**src/rtl/stream_sequencer.sv**
```systemverilog
// stream_sequencer: frame-rate controller for the I2S-to-SPDIF sample FIFO.
// Waits for PLL lock plus run request, settles for SETTLE_FRAMES frames,
// prefills the FIFO to PREFILL frames, then streams. Underrun, overrun, lock
// loss or run_req drop flush the FIFO and restart the sequence.
//
// Optional feature macro: STREAM_SEQ_STATS_EN adds saturating underrun/overrun
// counters (parameter CNT_W, ports underrun_cnt / overrun_cnt).
//
// Ports:
//   pin_i2s_fclk      frame clock (one edge per stereo frame)
//   rst               synchronous active-high reset
//   pll_lock          asynchronous PLL lock, synchronised internally
//   run_req           level request to stream
//   fifo_full/empty   FIFO status flags (same clock domain)
//   write_en/read_en  FIFO enables
//   fifo_flush        one-cycle flush pulse
//   validity          SPDIF sample-valid, high only while streaming
//   state             current state (IDLE=0 SETTLE=1 PREFILL=2 RUN=3 FLUSH=4)
//   occupancy         shadow FIFO fill count
//   led_red/green/blue active-low status LEDs
module stream_sequencer #(
   parameter int unsigned DEPTH         = 16,
   parameter int unsigned PREFILL       = 8,
   parameter int unsigned SETTLE_FRAMES = 4
`ifdef STREAM_SEQ_STATS_EN
   ,
   parameter int unsigned CNT_W         = 8
`endif
) (
   input  logic                         pin_i2s_fclk,
   input  logic                         rst,
   input  logic                         pll_lock,
   input  logic                         run_req,
   input  logic                         fifo_full,
   input  logic                         fifo_empty,
   output logic                         write_en,
   output logic                         read_en,
   output logic                         fifo_flush,
   output logic                         validity,
   output logic [2:0]                   state,
   output logic [$clog2(DEPTH+1)-1:0]   occupancy,
   output logic                         led_red,
   output logic                         led_green,
   output logic                         led_blue
`ifdef STREAM_SEQ_STATS_EN
   ,
   output logic [CNT_W-1:0]             underrun_cnt,
   output logic [CNT_W-1:0]             overrun_cnt
`endif
);

   localparam int unsigned OCC_W = $clog2(DEPTH + 1);
   localparam int unsigned SET_W = (SETTLE_FRAMES > 1) ? $clog2(SETTLE_FRAMES) : 1;

   typedef enum logic [2:0] {
      S_IDLE    = 3'd0,
      S_SETTLE  = 3'd1,
      S_PREFILL = 3'd2,
      S_RUN     = 3'd3,
      S_FLUSH   = 3'd4
   } state_t;

   state_t             cur_st;
   state_t             nxt_st;
   logic [1:0]         lock_sync;
   logic [SET_W-1:0]   settle_cnt;
   logic [OCC_W-1:0]   occ_nxt;
   logic               lock_s;
   logic               go;
   logic               wr_acc;
   logic               rd_acc;
   logic               und_det;
   logic               ovr_det;

   assign lock_s = lock_sync[1];
   assign state  = cur_st;

   // Next-state and shadow occupancy
   always_comb begin
      go      = lock_s && run_req;
      wr_acc  = write_en && !fifo_full;
      rd_acc  = read_en && !fifo_empty;
      und_det = (cur_st == S_RUN) && read_en && fifo_empty;
      ovr_det = (cur_st == S_RUN) && write_en && fifo_full;
      occ_nxt = occupancy;
      nxt_st  = cur_st;

      if (wr_acc && !rd_acc && (occupancy != OCC_W'(DEPTH)))
         occ_nxt = occupancy + OCC_W'(1);
      else if (rd_acc && !wr_acc && (occupancy != OCC_W'(0)))
         occ_nxt = occupancy - OCC_W'(1);

      // Abort (lost lock / dropped request) outranks every normal transition
      case (cur_st)
         S_IDLE:    if (go) nxt_st = S_SETTLE;
         S_SETTLE:  if (!go) nxt_st = S_FLUSH;
                    else if (settle_cnt == SET_W'(SETTLE_FRAMES - 1)) nxt_st = S_PREFILL;
         S_PREFILL: if (!go) nxt_st = S_FLUSH;
                    else if (occ_nxt == OCC_W'(PREFILL)) nxt_st = S_RUN;
         S_RUN:     if (!go || und_det || ovr_det) nxt_st = S_FLUSH;
         S_FLUSH:   nxt_st = go ? S_SETTLE : S_IDLE;
         default:   nxt_st = S_IDLE;
      endcase
   end

   // State register with outputs registered from the next state
   always_ff @(posedge pin_i2s_fclk) begin
      if (rst) begin
         lock_sync    <= 2'b00;
         cur_st       <= S_IDLE;
         settle_cnt   <= '0;
         write_en     <= 1'b0;
         read_en      <= 1'b0;
         fifo_flush   <= 1'b0;
         validity     <= 1'b0;
         occupancy    <= '0;
         led_red      <= 1'b0;
         led_green    <= 1'b1;
         led_blue     <= 1'b1;
`ifdef STREAM_SEQ_STATS_EN
         underrun_cnt <= '0;
         overrun_cnt  <= '0;
`endif
      end else begin
         lock_sync  <= {lock_sync[0], pll_lock};
         cur_st     <= nxt_st;
         settle_cnt <= (cur_st == S_SETTLE) ? settle_cnt + SET_W'(1) : '0;
         write_en   <= (nxt_st == S_PREFILL) || (nxt_st == S_RUN);
         read_en    <= (nxt_st == S_RUN);
         validity   <= (nxt_st == S_RUN);
         fifo_flush <= (nxt_st == S_FLUSH);
         occupancy  <= (nxt_st == S_FLUSH) ? '0 : occ_nxt;
         led_red    <= !((nxt_st == S_IDLE) || (nxt_st == S_FLUSH));
         led_blue   <= !((nxt_st == S_SETTLE) || (nxt_st == S_PREFILL));
         led_green  <= !(nxt_st == S_RUN);
`ifdef STREAM_SEQ_STATS_EN
         if (und_det && (underrun_cnt != '1)) underrun_cnt <= underrun_cnt + CNT_W'(1);
         if (ovr_det && (overrun_cnt != '1))  overrun_cnt  <= overrun_cnt + CNT_W'(1);
`endif
      end
   end

endmodule
```
**config.mk**
```make
export PLATFORM = sky130hd
export DESIGN_NAME = stream_sequencer
export DESIGN_NICKNAME = d
export VERILOG_FILES = /design/src/rtl/stream_sequencer.sv
export SDC_FILE = /design/constraint.sdc
export NUM_CORES = 1
export LEC_CHECK = 0
export BUFFER_PORTS_ARGS = -buffer_cell sky130_fd_sc_hd__buf_4
export CORE_ASPECT_RATIO = 0.8
export CORE_UTILIZATION = 51
export CTS_CLUSTER_DIAMETER = 120
export CTS_CLUSTER_SIZE = 25
export DETAILED_ROUTE_END_ITERATION = 16
export PLACE_DENSITY = 0.76
export SYNTH_ARGS = -nofsm -noshare
export SYNTH_HDL_FRONTEND = slang
export SYNTH_SLANG_ARGS = --single-unit
```
**constraint.sdc**
```tcl
create_clock -name pin_i2s_fclk -period 2.5 [get_ports pin_i2s_fclk]
set_input_delay 0 -clock pin_i2s_fclk [delete_from_list [all_inputs] [get_ports pin_i2s_fclk]]
set_output_delay 0 -clock pin_i2s_fclk [all_outputs]
set_load 0.005 [all_outputs]
```
==> out/qor.txt <==
Status - complete, no violations
Die footprint - 0.00201 mm^2
Synth Instances - 103
Num CTS Buffers - 3
Gr usage total - 21.4%
DP Cell Count - 145
Worst hold slack - 0.171 ns
Cell taking the most area after synthesis - dfxtp_1
Rel. slew slack - 66.1%
CP Data Arrival Time - 2.47 ns
Setup_tns - 0 ns
Cell Area, Synth - 935 um^2
CTS H-tree depth - 1
#FFs+latches synth - 18
Setup violators final - 0
Post-synth EDFFs - 0
Hold Vio Cnt, Final - 0
Post-synth net total - 112
Worst Setup End Kind - register
Switching power - 109 uW
Design area - 0.00117 mm^2
Top-Level Pins - 21
Sink Count - 18
Vias per inst - 5.54
Clock root buffer - clkbuf_4
First-pass GRT wire length - 3050 um
WS Path Type - register to register
Fin crit share - 91.1%
Starting Density - 55.8%
Pre-CTS setup slack - 0.251 ns
Minimum clock period - 2.28 ns
CP required - 2.69 ns
CTS resizes - 0
Crit path to - led_blue
Distinct cell type count after synthesis - 44
GRT Residual Overflow - 0
Ys async rst share - 0%
CTS tree - built
FMAX - 439 MHz
P_leak - 0.488 nW
Skew-Pair Late Insertion Delay - 0.29 ns
Share of power burned in registers - 57.6%
Core area - 0.00168 mm^2
Layout cells sized above 1 - 26.4%
Part of the power in combinational logic - 6.8%
Share of the synthesized area in the top cell type - 38.6%
Vias post-DR - 837
Initial antenna violation count - 0
Setup bufs post-CTS - 0
Post-DR wirelength/cell - 13.2 um
Placed instance area - 0.00112 mm^2
Most used DFF post-synth - dfxtp_1
Final nets - 139
Number of global-route vias before repair - 663
Detailed placement HPWL - 1520 um
Hold Path Class - input port to register
PwrDens - 432 mW/mm^2
Slew @ Worst Pin - 0.507 ns
CTS clk-pin slew, worst paths - 0.11 ns
Worst setup path startpoint - occupancy[0]
Pins Over Slew Limit - 0
Clk pwr share - 35.6%
Leading post-synthesis cells by cell area - dfxtp_1 (39%), nor2b_1 (4.7%), ha_1 (4.0%)
Synthesis warning total - 0
Starting DRT DRC Count - 25
Top fanout value on the critical path - 6
Max capacitance violation total - 0
Post-Route WL - 1990 um
Row Count - 13
Net Sw Frac - 21.6%
CP Launch Type - register
Final Wtd Congestion - 0.910
Worst Skew - 0.00530 ns
Pwr Total - 507 uW
CTS max path bufs - 2
Residual DRC - 0
Worst vdd ir - 0.487 mV
First-pass detailed-route iteration total - 4
Post-Syn Area per Cell - 9.07 um^2
DIE WIDTH - 49.9 um
Largest net degree at the start of global routing - 11
IO Port Bufs - 20
Diodes inserted - 0
Final worst slack - 0.222 ns
FF-to-FF End - led_blue
Post-layout util - 70.0%
FF-to-FF Start - occupancy[0]
Layout area overhead - 25.4%
R2R Setup Slk - 0.22 ns
Sequential fraction of the synthesis area - 38.6%
Int Power - 397 uW
RSZ-0062 raised after global routing - false
DRT antenna net count - 0
Fin cells - 151
R2R depth - 9
Die height - 40.3 um
==> cell usage after synthesis, types with 2 or more instances <==
library cell and instances:
a22o_1 2, and3_2 2, clkbuf_1 2, dfxtp_1 18, ha_1 3, inv_1 5, nand2_1 8, nand2b_1 3
nor2_1 10, nor2b_1 7, nor3_1 4, o2111ai_1 2, o21a_1 2, or3_1 2, xnor2_1 4
==> routing by layer <==
metal	track usage, %	share of wire, %
met1	30.3	53
met2	32.8	41
met3	6.82	5.5
met4	2.14	0.40
met5	0	0
==> cell families (layout without fill, tap and decap cells) <==
kind of cell / after synthesis / count (layout) / share of synthesized area (%)
AOI/OAI and AO/OA: 23 / 23 / 21.4
xor gates and xnor gates: 4 / 4 / 3.75
adders and majority gates: 3 / 3 / 4.02
buffers and inverters: 9 / 35 / 4.82
DFF: 18 / 18 / 38.6
muxes: 1 / 1 / 1.07
and+or+nand+nor: 45 / 45 / 26.4
==> power by group through the flow <==
stage,registers [mW],clock network [mW],logic [mW]
CTS,0.292,0.183,0.0343
global route,0.292,0.191,0.0373
global placement,0.298,0,0.0309
detailed placement,0.299,0,0.0316
finish,0.292,0.180,0.0342
floorplan,0.299,0,0.0161
==> area by class of cell <==
| class | count | area [um^2] |
|---|---|---|
| clock buffers | 4 | 36.3 |
| fillers | 147 | 503 |
| inverters | 5 | 18.8 |
| repair buffers | 26 | 200 |
| flip-flops and latches | 18 | 360 |
| multi-input cells | 76 | 529 |
| well taps | 22 | 27.5 |
==> critical path, stage by stage (launching register included) <==
cell	delay, ns
dfxtp_1	0.32
inv_1	0.08
ha_1	0.18
or3b_1	0.40
o211ai_1	0.37
mux2i_1	0.14
a22o_1	0.21
a41o_1	0.28
xnor2_1	0.14
nand2b_1	0.06
==> state kept, by name (all words and copies together) (netlist names) <==
signal	flops
lock_sync	2
occupancy	5
led_red	1
write_en	1
state	3
led_blue	1
fifo_flush	1
validity	1
settle_cnt	2
led_green	1
==> placed cells by master (no fill, tap or decap), drive strengths merged, types with 2 or more instances in the layout <==
cell type / instances
nor3: 4
nand2: 8
o21a: 3
clkbuf: 4
dfxtp: 18
dlygate4sd3: 2
nor2b: 7
nor2: 10
a22o: 2
or3: 3
nand2b: 3
buf: 24
ha: 3
inv: 5
o311ai: 3
and3: 3
o2111ai: 2
xnor2: 4
==> how the worst min path moves through the flow <==
stage / startpoint / end / slack (ns) / cells after the start
after detailed placement: pll_lock / lock_sync[0] / 0.24 / 2
final: run_req / led_red / 0.17 / 5
after global routing: fifo_full / occupancy[4] / 0.21 / 5
after global placement: pll_lock / lock_sync[0] / 0.22 / 2
after floorplan: pll_lock / lock_sync[0] / 0.13 / 1
after CTS: run_req / led_red / 0.16 / 5
==> what timing repair did <==
action                     in CTS  in global routing
hold endpoints to repair        8                  0
hold buffers                    2                  0
setup endpoints to repair       0                  0
No activity file was read; power rests on OpenSTA's default activity.
